`src/rtl/sram_port_arbiter.sv`:
```
// sram_port_arbiter: shares a two-bank SRAM array (2 banks x 4 byte lanes)
// between the AHB-side port p0 and a secondary master p1. One access per cycle.
// Arbitration is round-robin with a lock/burst hold bounded by MAX_HOLD.
// Read data is returned on the requesting port one cycle after the grant.
// Optional build macro: ARB_FIXED_PRIO_EN (ties always go to p0).
module sram_port_arbiter #(
  parameter int unsigned MAX_HOLD = 4,
  parameter int unsigned HCNT_W   = 4
) (
  input  logic        hclk,
  input  logic        hreset,
  input  logic        p0_req,
  input  logic        p0_wr,
  input  logic [15:0] p0_addr,
  input  logic [3:0]  p0_be,
  input  logic [31:0] p0_wdata,
  input  logic        p0_lock,
  output logic        p0_gnt,
  output logic        p0_rvalid,
  output logic [31:0] p0_rdata,
  input  logic        p1_req,
  input  logic        p1_wr,
  input  logic [15:0] p1_addr,
  input  logic [3:0]  p1_be,
  input  logic [31:0] p1_wdata,
  input  logic        p1_lock,
  output logic        p1_gnt,
  output logic        p1_rvalid,
  output logic [31:0] p1_rdata,
  input  logic [7:0]  sram_q0,
  input  logic [7:0]  sram_q1,
  input  logic [7:0]  sram_q2,
  input  logic [7:0]  sram_q3,
  input  logic [7:0]  sram_q4,
  input  logic [7:0]  sram_q5,
  input  logic [7:0]  sram_q6,
  input  logic [7:0]  sram_q7,
  output logic        sram_w_en,
  output logic [12:0] sram_addr_out,
  output logic [31:0] sram_wdata,
  output logic [3:0]  bank0_csn,
  output logic [3:0]  bank1_csn
);

  typedef enum logic [1:0] {IDLE, OWN0, OWN1} state_t;

  state_t              state, state_nxt;
  logic                last_gnt, last_gnt_nxt;
  logic [HCNT_W-1:0]   hold_cnt, hold_cnt_nxt;

  logic                tie_p1;
  logic                arb_g0, arb_g1;

  logic                acc;
  logic                sel_wr;
  logic [15:0]         sel_addr;
  logic [3:0]          sel_be;
  logic [31:0]         sel_wdata;

  logic                rd_pend;
  logic                rd_port;
  logic                rd_bank;
  logic [3:0]          rd_be;
  logic [31:0]         bank_word;
  logic [31:0]         rd_word;

  logic                unused_addr_bits;

  assign unused_addr_bits = ^{p0_addr[1:0], p1_addr[1:0]};

  // Free arbitration winner, used in IDLE and when an owner releases
  always_comb begin
`ifdef ARB_FIXED_PRIO_EN
    tie_p1 = 1'b0;
`else
    tie_p1 = ~last_gnt;
`endif
    arb_g0 = p0_req & (~p1_req | ~tie_p1);
    arb_g1 = p1_req & (~p0_req |  tie_p1);
  end

  // Next-state, grant and hold-counter logic
  always_comb begin
    state_nxt    = state;
    last_gnt_nxt = last_gnt;
    hold_cnt_nxt = hold_cnt;
    p0_gnt       = 1'b0;
    p1_gnt       = 1'b0;
    case (state)
      OWN0: begin
        if (p0_req && (!p1_req || hold_cnt < HCNT_W'(MAX_HOLD))) begin
          p0_gnt       = 1'b1;
          last_gnt_nxt = 1'b0;
          hold_cnt_nxt = p1_req ? hold_cnt + 1'b1 : '0;
          state_nxt    = p0_lock ? OWN0 : IDLE;
        end else if (p0_req) begin
          p1_gnt       = 1'b1;
          last_gnt_nxt = 1'b1;
          hold_cnt_nxt = '0;
          state_nxt    = p1_lock ? OWN1 : IDLE;
        end else begin
          p1_gnt       = p1_req;
          hold_cnt_nxt = '0;
          state_nxt    = IDLE;
          if (p1_req) begin
            last_gnt_nxt = 1'b1;
            state_nxt    = p1_lock ? OWN1 : IDLE;
          end
        end
      end
      OWN1: begin
        if (p1_req && (!p0_req || hold_cnt < HCNT_W'(MAX_HOLD))) begin
          p1_gnt       = 1'b1;
          last_gnt_nxt = 1'b1;
          hold_cnt_nxt = p0_req ? hold_cnt + 1'b1 : '0;
          state_nxt    = p1_lock ? OWN1 : IDLE;
        end else if (p1_req) begin
          p0_gnt       = 1'b1;
          last_gnt_nxt = 1'b0;
          hold_cnt_nxt = '0;
          state_nxt    = p0_lock ? OWN0 : IDLE;
        end else begin
          p0_gnt       = p0_req;
          hold_cnt_nxt = '0;
          state_nxt    = IDLE;
          if (p0_req) begin
            last_gnt_nxt = 1'b0;
            state_nxt    = p0_lock ? OWN0 : IDLE;
          end
        end
      end
      default: begin
        p0_gnt       = arb_g0;
        p1_gnt       = arb_g1;
        hold_cnt_nxt = '0;
        state_nxt    = IDLE;
        if (arb_g0) begin
          last_gnt_nxt = 1'b0;
          state_nxt    = p0_lock ? OWN0 : IDLE;
        end else if (arb_g1) begin
          last_gnt_nxt = 1'b1;
          state_nxt    = p1_lock ? OWN1 : IDLE;
        end
      end
    endcase
  end

  // Arbiter state registers
  always_ff @(posedge hclk or posedge hreset) begin
    if (hreset) begin
      state    <= IDLE;
      last_gnt <= 1'b1;
      hold_cnt <= '0;
    end else begin
      state    <= state_nxt;
      last_gnt <= last_gnt_nxt;
      hold_cnt <= hold_cnt_nxt;
    end
  end

  // Granted port's access muxed onto the SRAM core pins
  always_comb begin
    acc           = p0_gnt | p1_gnt;
    sel_wr        = p1_gnt ? p1_wr    : p0_wr;
    sel_addr      = p1_gnt ? p1_addr  : p0_addr;
    sel_be        = p1_gnt ? p1_be    : p0_be;
    sel_wdata     = p1_gnt ? p1_wdata : p0_wdata;
    sram_w_en     = 1'b1;
    sram_addr_out = '0;
    sram_wdata    = '0;
    bank0_csn     = '1;
    bank1_csn     = '1;
    if (acc) begin
      sram_w_en     = ~sel_wr;
      sram_addr_out = sel_addr[14:2];
      sram_wdata    = sel_wdata;
      if (sel_addr[15]) bank1_csn = ~sel_be;
      else              bank0_csn = ~sel_be;
    end
  end

  // Capture what a read needs to steer its data back next cycle
  always_ff @(posedge hclk or posedge hreset) begin
    if (hreset) begin
      rd_pend <= 1'b0;
      rd_port <= 1'b0;
      rd_bank <= 1'b0;
      rd_be   <= '0;
    end else begin
      rd_pend <= acc & ~sel_wr;
      rd_port <= p1_gnt;
      rd_bank <= sel_addr[15];
      rd_be   <= sel_be;
    end
  end

  // Read data return: byte-masked bank word on the requesting port only
  always_comb begin
    bank_word = rd_bank ? {sram_q7, sram_q6, sram_q5, sram_q4}
                        : {sram_q3, sram_q2, sram_q1, sram_q0};
    rd_word   = bank_word & {{8{rd_be[3]}}, {8{rd_be[2]}}, {8{rd_be[1]}}, {8{rd_be[0]}}};
    p0_rvalid = rd_pend & ~rd_port;
    p1_rvalid = rd_pend &  rd_port;
    p0_rdata  = p0_rvalid ? rd_word : '0;
    p1_rdata  = p1_rvalid ? rd_word : '0;
  end

endmodule
```
`config.mk`:
```
export PLATFORM = sky130hd
export DESIGN_NAME = sram_port_arbiter
export DESIGN_NICKNAME = d
export VERILOG_FILES = /design/src/rtl/sram_port_arbiter.sv
export SDC_FILE = /design/constraint.sdc
export NUM_CORES = 1
export LEC_CHECK = 0
export BUFFER_PORTS_ARGS = -buffer_cell sky130_fd_sc_hd__clkbuf_2
export CORE_AREA = 2 2 114 116
export CTS_CLUSTER_SIZE = 12
export DETAILED_ROUTE_END_ITERATION = 10
export DIE_AREA = 0 0 116 118
export PLACE_DENSITY = 0.56
export SLEW_MARGIN = 10
export SYNTH_ARGS = -nofsm -noshare
export SYNTH_HDL_FRONTEND = slang
export SYNTH_SLANG_ARGS = --single-unit
```
`constraint.sdc`:
```
create_clock -name hclk -period 2.2 [get_ports hclk]
set_clock_uncertainty 0.15 [all_clocks]
set_input_delay 0.11 -clock hclk [delete_from_list [all_inputs] [get_ports hclk]]
set_output_delay 0.11 -clock hclk [all_outputs]
set_load 0.02 [all_outputs]
```
==> impl_metrics.toml, run 1 <==
[status]
run_status = "finished with violations"
violations = "setup timing"

[floorplanning]
boundaryPins = 298
die_area_um2 = 13700
die_x_um = 116
std_cell_rows = 41
start_util_pct = 15.4
die_h_um = 118
coreArea_um2 = 12400

[grt]
antenna_found_initial = 1
grt_pass1_wl_mm = 16.4
grt_pass1_vias = 3056
track_usage_pct = 15.5
grt.overflow.total = 0
grt_max_degree = 36

[synthesis]
synthSimpleGateAreaFrac_pct = 21.6
yosysWarnings = 0
synth_area_leaders = "a22o_1 21%, dfrtp_1 17%, mux2i_1 17%"
yosys-top-cells-count = "70 x nor2_1, 46 x a22o_1, 32 x mux2i_1, 13 x dfrtp_1, 11 x buf_2"
syn-num-nets = 426
async_flop_share_pct = 100
synth_top_family_by_area = "compound AO/OA/AOI/OAI gates"
synthAdderAreaFrac_pct = 1.96
synth_top_area_share_pct = 21.0
synth_xor_area_share_pct = 0.458
synthFlopType = "dfrtp_1"
ys_seq_elements = 14
postSynthAreaPerCell_um2 = 7.75
synth_area_um2 = 1910
synthDistinctLibCells = 35
synth_cells = 247
synth-compound-area-share_pct = 30.7
synthMuxAreaShare_pct = 19.7
synthMostInstantiatedCell = "nor2_1"
synth_top_cell_by_area = "a22o_1"
ys_seq_area_share_pct = 18.4
synth_edf_count = 0

[placement]
gp_congestion = 0.802
portBuffers = 293
dpl-instance-area_um2 = 3590
hpwl_mm = 9.19
placed_cells = 700
dpl_worst_slack_ns = -0.0437

[power_and_ir_drop]
pwr-share-seq_pct = 7.6
power_mw = 4.99
leakage_nw = 2.53
pwr-share-clk_pct = 7.6
p_per_area_nw_per_um2 = 1090
switching_share_pct = 45.2
irDropWorstVdd_uv = 554
power_switching_mw = 2.26
p_comb_share_pct = 84.8
p_int_mw = 2.73

[layout]
syn_to_final_growth_pct = 139
fin_cells = 728
fin_nets = 735
drive_above_1_share_pct = 62.3
finalInstanceArea_um2 = 4580

[cts]
cts_tree = "done"
clockBufferDepth = 2
insertion_delay_ns = 0.24
numCtsBuffers = 3
htree_levels = 1
cts-root-buf = "clkbuf_16"
numClockSinks = 14
cts.clk_slew.worst_paths_ns = 0.05

[setup_path]
cp.required_ns = 1.94
rr_startpoint = "state[0]"
setup.worst_path.class = "flop to output port"
critPathSlowestCell = "dfrtp_1"
crit_path_end_kind = "output port"
start_kind = "flop"
rr_worst_depth = 9
crit_path_max_incr_delay_ns = 0.41
r2r_setup_slack_ns = -0.05
crit_chain = "inv_2 -> ha_4 -> buf_6 -> o31ai_4 -> a22oi_4 -> buf_12 -> clkbuf_16 -> a22o_1 -> clkbuf_8"
cp_max_fo = 16
arrival_ns = 2.18
reg2reg_to = "rd_be[2]"

[sta]
fmax_ghz = 0.410
setup_viol = 57
rsz0062_at_grt = "yes"
finalCriticalPeriod_ns = 2.44
drv_slew = 0
final.setup.worst_slack_ns = -0.238
finalCritPeriodShare_pct = 111
slew-limit-headroom_pct = 62.1
worstMarginPinSlew_ns = 0.569
hold_viol = 0
hold_ws_ns = 0.00782

[routing]
wire_per_inst_um = 16.4
antenna_left = 0
wl_mm = 11.9
first_pass_iters = 4
vias = 3157
drt_iter0_drc = 80
route.detailed.drc = 0
via_per_inst = 4.34

[hold_path]
hold_class = "input pin to flop"
hold-path-endpoint = "rd_pend"
min_from = "p0_wr"
min_path_cells = 3

[flow_run]
maxCapViolCount = 0
stage by stage:
stage / util [%] / setup TNS [ns]
2_1_floorplan: - / 0
3_3_place_gp: 28.9 / -0.113
3_5_place_dp: 28.9 / -0.267
4_1_cts: 35.8 / -9.32
5_1_grt: 36.9 / -15.13
6_report: 36.9 / -11.11
cell usage in the layout, fill, tap and decap left out, types with 4 or more instances in the layout:
master         synthesis  layout
buf_6                  0       5
a22o_1                46      46
nor2_1                70      70
dfrtp_1               13      12
buf_12                 0       7
clkbuf_2               0     238
a32oi_1                8       5
buf_4                  6      13
dlygate4sd3_1          0       7
clkbuf_16              0       6
mux2i_1               32      32
and2_1                 7       7
nor2b_1                6       4
clkbuf_8               0      47
inv_1                  7       5
nand2_1                9       9
logic make-up (layout without fill, tap and decap cells):
| kind of cell | after synthesis | after routing |
|---|---|---|
| AOI/OAI and AO/OA | 67 | 67 |
| xor gates and xnor gates | 1 | 1 |
| buffers and inverters | 26 | 334 |
| other | 1 | 2 |
| and+or+nand+nor | 98 | 98 |
| DFF | 14 | 14 |
| adders and majority gates | 3 | 3 |
| muxes | 37 | 37 |
final cells by class:
cell class	count	area, um2
flip-flops and latches	14	353
well taps	172	215
repair buffers	323	2360
diodes	1	2.50
fillers	1321	7830
inverters	7	26.3
clock buffers	4	88.8
multi-input cells	207	1540
state kept, by name, summed over array words and instances (netlist names):
register  flops
hold_cnt      4
last_gnt      1
rd_bank       1
rd_be         4
rd_pend       1
rd_port       1
state         2
critical path: cells and delay by family, from the launching register on:
family                   cells  cell delay (ns)
flip-flops                   1             0.41
AO/OA/AOI/OAI                3             0.64
buffers and inverters        5             0.68
adder cells (fa/ha/maj)      1             0.20
per-layer routing:
metal,track usage [%],part of all wire [%]
met1,15.6,35
met2,30.6,54
met3,2.83,8.3
met4,5.88,3.1
met5,0,0
worst max-delay path by stage:
stage,from,endpoint,slack (ns),depth (start not counted)
2_1_floorplan,state[0],bank0_csn[0],0.06,7
3_3_place_gp,state[0],sram_addr_out[3],-0.03,8
3_5_place_dp,state[0],sram_addr_out[4],-0.04,8
4_1_cts,state[1],sram_addr_out[10],-0.21,10
5_1_grt,state[0],sram_addr_out[3],-0.30,10
6_report,state[0],sram_wdata[24],-0.24,9
repair_timing:
item	in CTS	in global routing
pin swaps	6	32
setup buffers	8	2
hold buffers	7	0
cloned	4	3
endpoints found under the setup margin	56	64
endpoints found under the hold margin	17	0
gates resized for setup	123	21
power groups by stage:
stage	registers [mW]	clock network (mW)	logic, mW
after floorplan	0.355	0	1.95
after global placement	0.374	0	3.00
after detailed placement	0.373	0	3.00
after CTS	0.381	0.392	3.97
after global routing	0.391	0.402	4.45
final	0.381	0.378	4.23
Note: power is estimated with default switching activity, not from simulation.
==> run 2, diff against run 1 <==
- CORE_AREA: 2 2 114 116 -> 2 2 117 119
- DIE_AREA: 0 0 116 118 -> 0 0 119 121
- clock period: 2.2 -> 1.95 ns (I/O delays scaled with it)
==> run 2 against run 1 <==
The run still ends with setup timing left; flip-flop and latch count stayed put; total power increased by 29%; non-clock buffer count increased by 9; routed wire length fell by 8.4%; critical path depth did not move; largest power group unchanged; clock-buffer cell count unchanged; via count is 2.3% higher; final cell count rose by 1.6%; utilization increased by 2.8 points.
==> impl_metrics.toml, run 2 (synthesis results as in run 1) <==
[status]
run_status = "finished with violations"
violations = "setup timing"

[floorplanning]
die_x_um = 119
die_h_um = 121
die_area_um2 = 14400
start_util_pct = 14.6
boundaryPins = 298
coreArea_um2 = 13100
std_cell_rows = 42

[sta]
finalCritPeriodShare_pct = 120
setup_viol = 62
worstMarginPinSlew_ns = 0.571
slew-limit-headroom_pct = 61.9
final.setup.worst_slack_ns = -0.393
drv_slew = 0
finalCriticalPeriod_ns = 2.34
fmax_ghz = 0.427
fin_tns_setup_ns = -20.86
rsz0062_at_grt = "yes"
hold_viol = 0

[setup_path]
setup.worst_path.class = "flop to output port"
cp.required_ns = 1.70
cp_max_fo = 7
arrival_ns = 2.10
start_kind = "flop"
crit_path_end_kind = "output port"

[hold_path]
hold_class = "input pin to flop"

[layout]
top_regs = "hold_cnt x4, rd_be x4, state x2"
final_cell_mix = "237 x clkbuf_2, 69 x nor2_1, 41 x a22o_4"
fillers = 1258
syn_to_final_growth_pct = 171
seq_area_um2 = 352
antennaDiodeCount = 0
mostFrequentLayoutCell = "clkbuf_2"
drive_above_1_share_pct = 70.9
multiInputGateArea_um2 = 2050
postLayoutCoreUtil_pct = 39.7
fin_cells = 740
finalInstanceArea_um2 = 5190
fin_nets = 744

[power_and_ir_drop]
power_switching_mw = 2.76
p_per_area_nw_per_um2 = 1240
irDropWorstVdd_uv = 833
pwr-share-clk_pct = 6.0
switching_share_pct = 42.9
power_mw = 6.43
leakage_nw = 2.78
pwr-share-seq_pct = 6.7
p_int_mw = 3.67
p_comb_share_pct = 87.3

[cts]
cts.clk_slew.worst_paths_ns = 0.05
cts-root-buf = "clkbuf_16"
clockBufferDepth = 2
numClockSinks = 14
htree_levels = 1
numCtsBuffers = 3
cts_tree = "done"
insertion_delay_ns = 0.24

[grt]
grt_pass1_vias = 3119
grt_pass1_wl_mm = 15.6
grt_use_met2_pct = 27.3
track_usage_pct = 13.4
use_met3_pct = 1.97
grt.overflow.total = 0
grt_use_met1_pct = 14.3
grt_max_degree = 33
grt-busiest-layer = "met2"
antenna_found_initial = 0

[routing]
wire_per_inst_um = 14.8
vias = 3231
route.detailed.drc = 0
first_pass_iters = 5
wl_mm = 10.9
drt_iter0_drc = 77
antenna_left = 0
via_per_inst = 4.37

[placement]
placed_cells = 710
dpl-instance-area_um2 = 4180
gp_congestion = 0.890
portBuffers = 293
hpwl_mm = 8.51

[flow_run]
maxCapViolCount = 0
[run 2: cell count changes in the layout (fill, tap and decap cells not counted), sizes merged]
cell	change
buf	+50
clkbuf	-41
diode	-1
[run 2: worst max-delay path, stage by stage, from the launching register on]
cell	delay, ns
dfrtp_1	0.40
buf_6	0.13
ha_4	0.18
o211a_1	0.14
a311oi_2	0.29
o21a_4	0.20
buf_12	0.13
buf_12	0.11
a22o_1	0.14
clkbuf_8	0.14
[run 2: power by group through the flow]
stage	logic, mW	clock network (mW)	registers (mW)
after floorplan	3.01	0	0.407
after global placement	3.98	0	0.425
after detailed placement	4.02	0	0.429
after CTS	5.02	0.402	0.431
after global routing	5.90	0.413	0.443
final	5.61	0.387	0.432
[run 2: final timing paths]
check	to	from	slack, ns	depth (start not counted)
max	sram_addr_out[1]	state[0]	-0.39	9
min in group asynchronous	state[0]	hreset	0.32	3
min reg2reg	hold_cnt[0]	hold_cnt[0]	0.28	1
max reg2reg	rd_be[1]	state[0]	-0.19	9
max in group asynchronous	rd_bank	hreset	0.96	3
min	rd_pend	p0_wr	0.03	3
[run 2: area by class of cell]
class                   count  share of cell area [%]
flip-flops and latches     14                    6.77
repair buffers            332                    47.6
inverters                   7                   0.506
multi-input cells         207                    39.4
clock buffers               4                    1.52
well taps                 176                    4.24
[run 2: layer usage]
layer	vias to the layer above	wire length (um)
li1	1545	-
met1	1490	4020
met2	190	6030
met3	6	769
met4	0	112
met5	-	0
[run 2: metrics by stage]
stage                     worst slack [ns]  hold WS (ns)
after floorplan                    -0.0319        -0.164
after global placement              -0.208        0.0241
after detailed placement            -0.258        0.0343
after CTS                           -0.395        0.0440
after global routing                -0.477        0.0626
final                               -0.393        0.0271
[run 2: timing repair]
action                                  4_1_cts  5_1_grt
setup buffers                                 8        3
endpoints found under the setup margin       84       64
hold buffers                                  7        0
hold endpoints to repair                     19        0
gates resized for setup                      81      101
gates cloned                                  4        4
pin swaps                                     5        6
==> run 3, diff against run 2 <==
- CORE_AREA: 2 2 117 119 -> 5 5 113 115
- DIE_AREA: 0 0 119 121 -> 0 0 118 120
- PLACE_DENSITY: 0.56 -> 0.61
==> run 3 against run 2 <==
The flow still finishes with violations (setup timing); sequential share of layout area fell by 0.32 points; combinational power up 11%; final cell count fell by 2.2%; clock-buffer cell count unchanged; register-to-register slack lost 0.04 ns; highest routed layer unchanged.
==> impl_metrics.toml, run 3 (synthesis results as in run 1) <==
[status]
run_status = "finished with violations"
violations = "setup timing"

[grt]
grt.overflow.total = 0
grt_pass1_wl_mm = 18.5
antenna_found_initial = 0
grt_pass1_vias = 3548
grt_max_degree = 33
track_usage_pct = 16.2

[layout]
seq_area_um2 = 353
fin_nets = 757
postLayoutCoreUtil_pct = 46.7
antennaDiodeCount = 0
final_cell_mix = "237 x clkbuf_2, 69 x nor2_1, 53 x buf_8"
fillers = 1054
multiInputGateArea_um2 = 2080
syn_to_final_growth_pct = 186
finalInstanceArea_um2 = 5470
drive_above_1_share_pct = 72.3
mostFrequentLayoutCell = "clkbuf_2"
top_regs = "hold_cnt x4, rd_be x4, state x2"

[setup_path]
crit_path_end_kind = "output port"
start_kind = "flop"
cp.required_ns = 1.70
rr_startpoint = "state[1]"
arrival_ns = 2.09
cp_max_fo = 8
reg2reg_to = "rd_be[3]"
setup.worst_path.class = "flop to output port"
r2r_setup_slack_ns = -0.23
rr_worst_depth = 8

[hold_path]
min_path_cells = 3
min_from = "p0_wr"
hold_class = "input pin to flop"
hold-path-endpoint = "rd_pend"

[routing]
route.detailed.drc = 0
wl_mm = 12.6
via_per_inst = 4.51
vias = 3267
wire_per_inst_um = 17.4
antenna_left = 0
drt_iter0_drc = 115
first_pass_iters = 4

[power_and_ir_drop]
p_per_area_nw_per_um2 = 1290
power_mw = 7.06
leakage_nw = 2.91
irDropWorstVdd_uv = 823

[sta]
drv_slew = 0
finalCriticalPeriod_ns = 2.34
fmax_ghz = 0.427
slew-limit-headroom_pct = 61.1
finalCritPeriodShare_pct = 120
worstMarginPinSlew_ns = 0.583
final.setup.worst_slack_ns = -0.390
setup_viol = 62
rsz0062_at_grt = "yes"
hold_viol = 0

[cts]
htree_levels = 1
numCtsBuffers = 3
clockBufferDepth = 2
insertion_delay_ns = 0.24
cts_tree = "done"
numClockSinks = 14
cts-root-buf = "clkbuf_16"
cts.clk_slew.worst_paths_ns = 0.05

[placement]
portBuffers = 293
dpl-instance-area_um2 = 4200
gp_congestion = 0.983
hpwl_mm = 9.52

[floorplanning]
std_cell_rows = 40
die_x_um = 118
boundaryPins = 298
coreArea_um2 = 11700
die_h_um = 120
die_area_um2 = 14200
start_util_pct = 16.3

[flow_run]
maxCapViolCount = 0
[run 3: changes by cell type in the layout (fill, tap and decap cells not counted), sizes merged]
| cell | previous run | this run |
|---|---|---|
| buf | 79 | 92 |
| clkbuf | 250 | 249 |
| o21a | 1 | 2 |
[run 3: area by class of cell]
| cell class | instances | area share, % |
|---|---|---|
| multi-input cells | 208 | 38.1 |
| clock buffers | 4 | 1.44 |
| well taps | 147 | 3.36 |
| flip-flops and latches | 14 | 6.45 |
| repair buffers | 344 | 50.1 |
| inverters | 7 | 0.481 |
[run 3: metrics by stage]
stage	hold WS [ns]	TNS, ns	worst slack [ns]	instances
global placement	0.0275	-8.87	-0.182	686
global route	0.0476	-24.48	-0.462	724
finish	0.0343	-20.28	-0.390	724
floorplan	-0.164	-0.687	-0.0319	247
CTS	0.0236	-22.51	-0.427	714
detailed placement	0.0183	-11.45	-0.251	686
[run 3: repair_timing]
item                                    CTS  global route
gates cloned                              6             5
buffers inserted                         11             7
gates resized for setup                 144            69
endpoints found under the setup margin   62            66
hold endpoints to repair                 19             0
hold buffers                              7             0
pin swaps                                11            36
[run 3: power by group]
part | switching, mW | internal (mW)
combinational | 2.79 | 3.44
clock | 0.116 | 0.276
sequential | 0.0610 | 0.373
total | 2.97 | 4.08
[run 3: how the worst max path moves through the flow]
stage | start | endpoint | slack, ns | cells past startpoint
after global routing | state[1] | bank0_csn[0] | -0.46 | 8
final | state[1] | bank0_csn[0] | -0.39 | 8
after floorplan | state[0] | rd_bank | -0.03 | 8
after detailed placement | state[0] | sram_addr_out[0] | -0.25 | 8
after global placement | state[0] | sram_addr_out[1] | -0.18 | 8
after CTS | state[0] | sram_addr_out[0] | -0.43 | 9
[run 3: layer usage]
metal	part of all wire, %	vias up	wire length [um]	track usage, %
met1	34	1494	4340	16.0
met5	0	-	0	0
met3	9.6	16	1210	6.03
met2	53	191	6740	31.0
met4	2.5	0	315	5.02
li1	-	1566	-	-
[run 3: critical path: stages (launching register included)]
cell and delay [ns]:
dfrtp_1 0.42, ha_4 0.32, nor2b_4 0.17, o21ai_2 0.08, a22oi_4 0.23, buf_8 0.19, buf_12 0.15, a32oi_4 0.12
buf_8 0.16
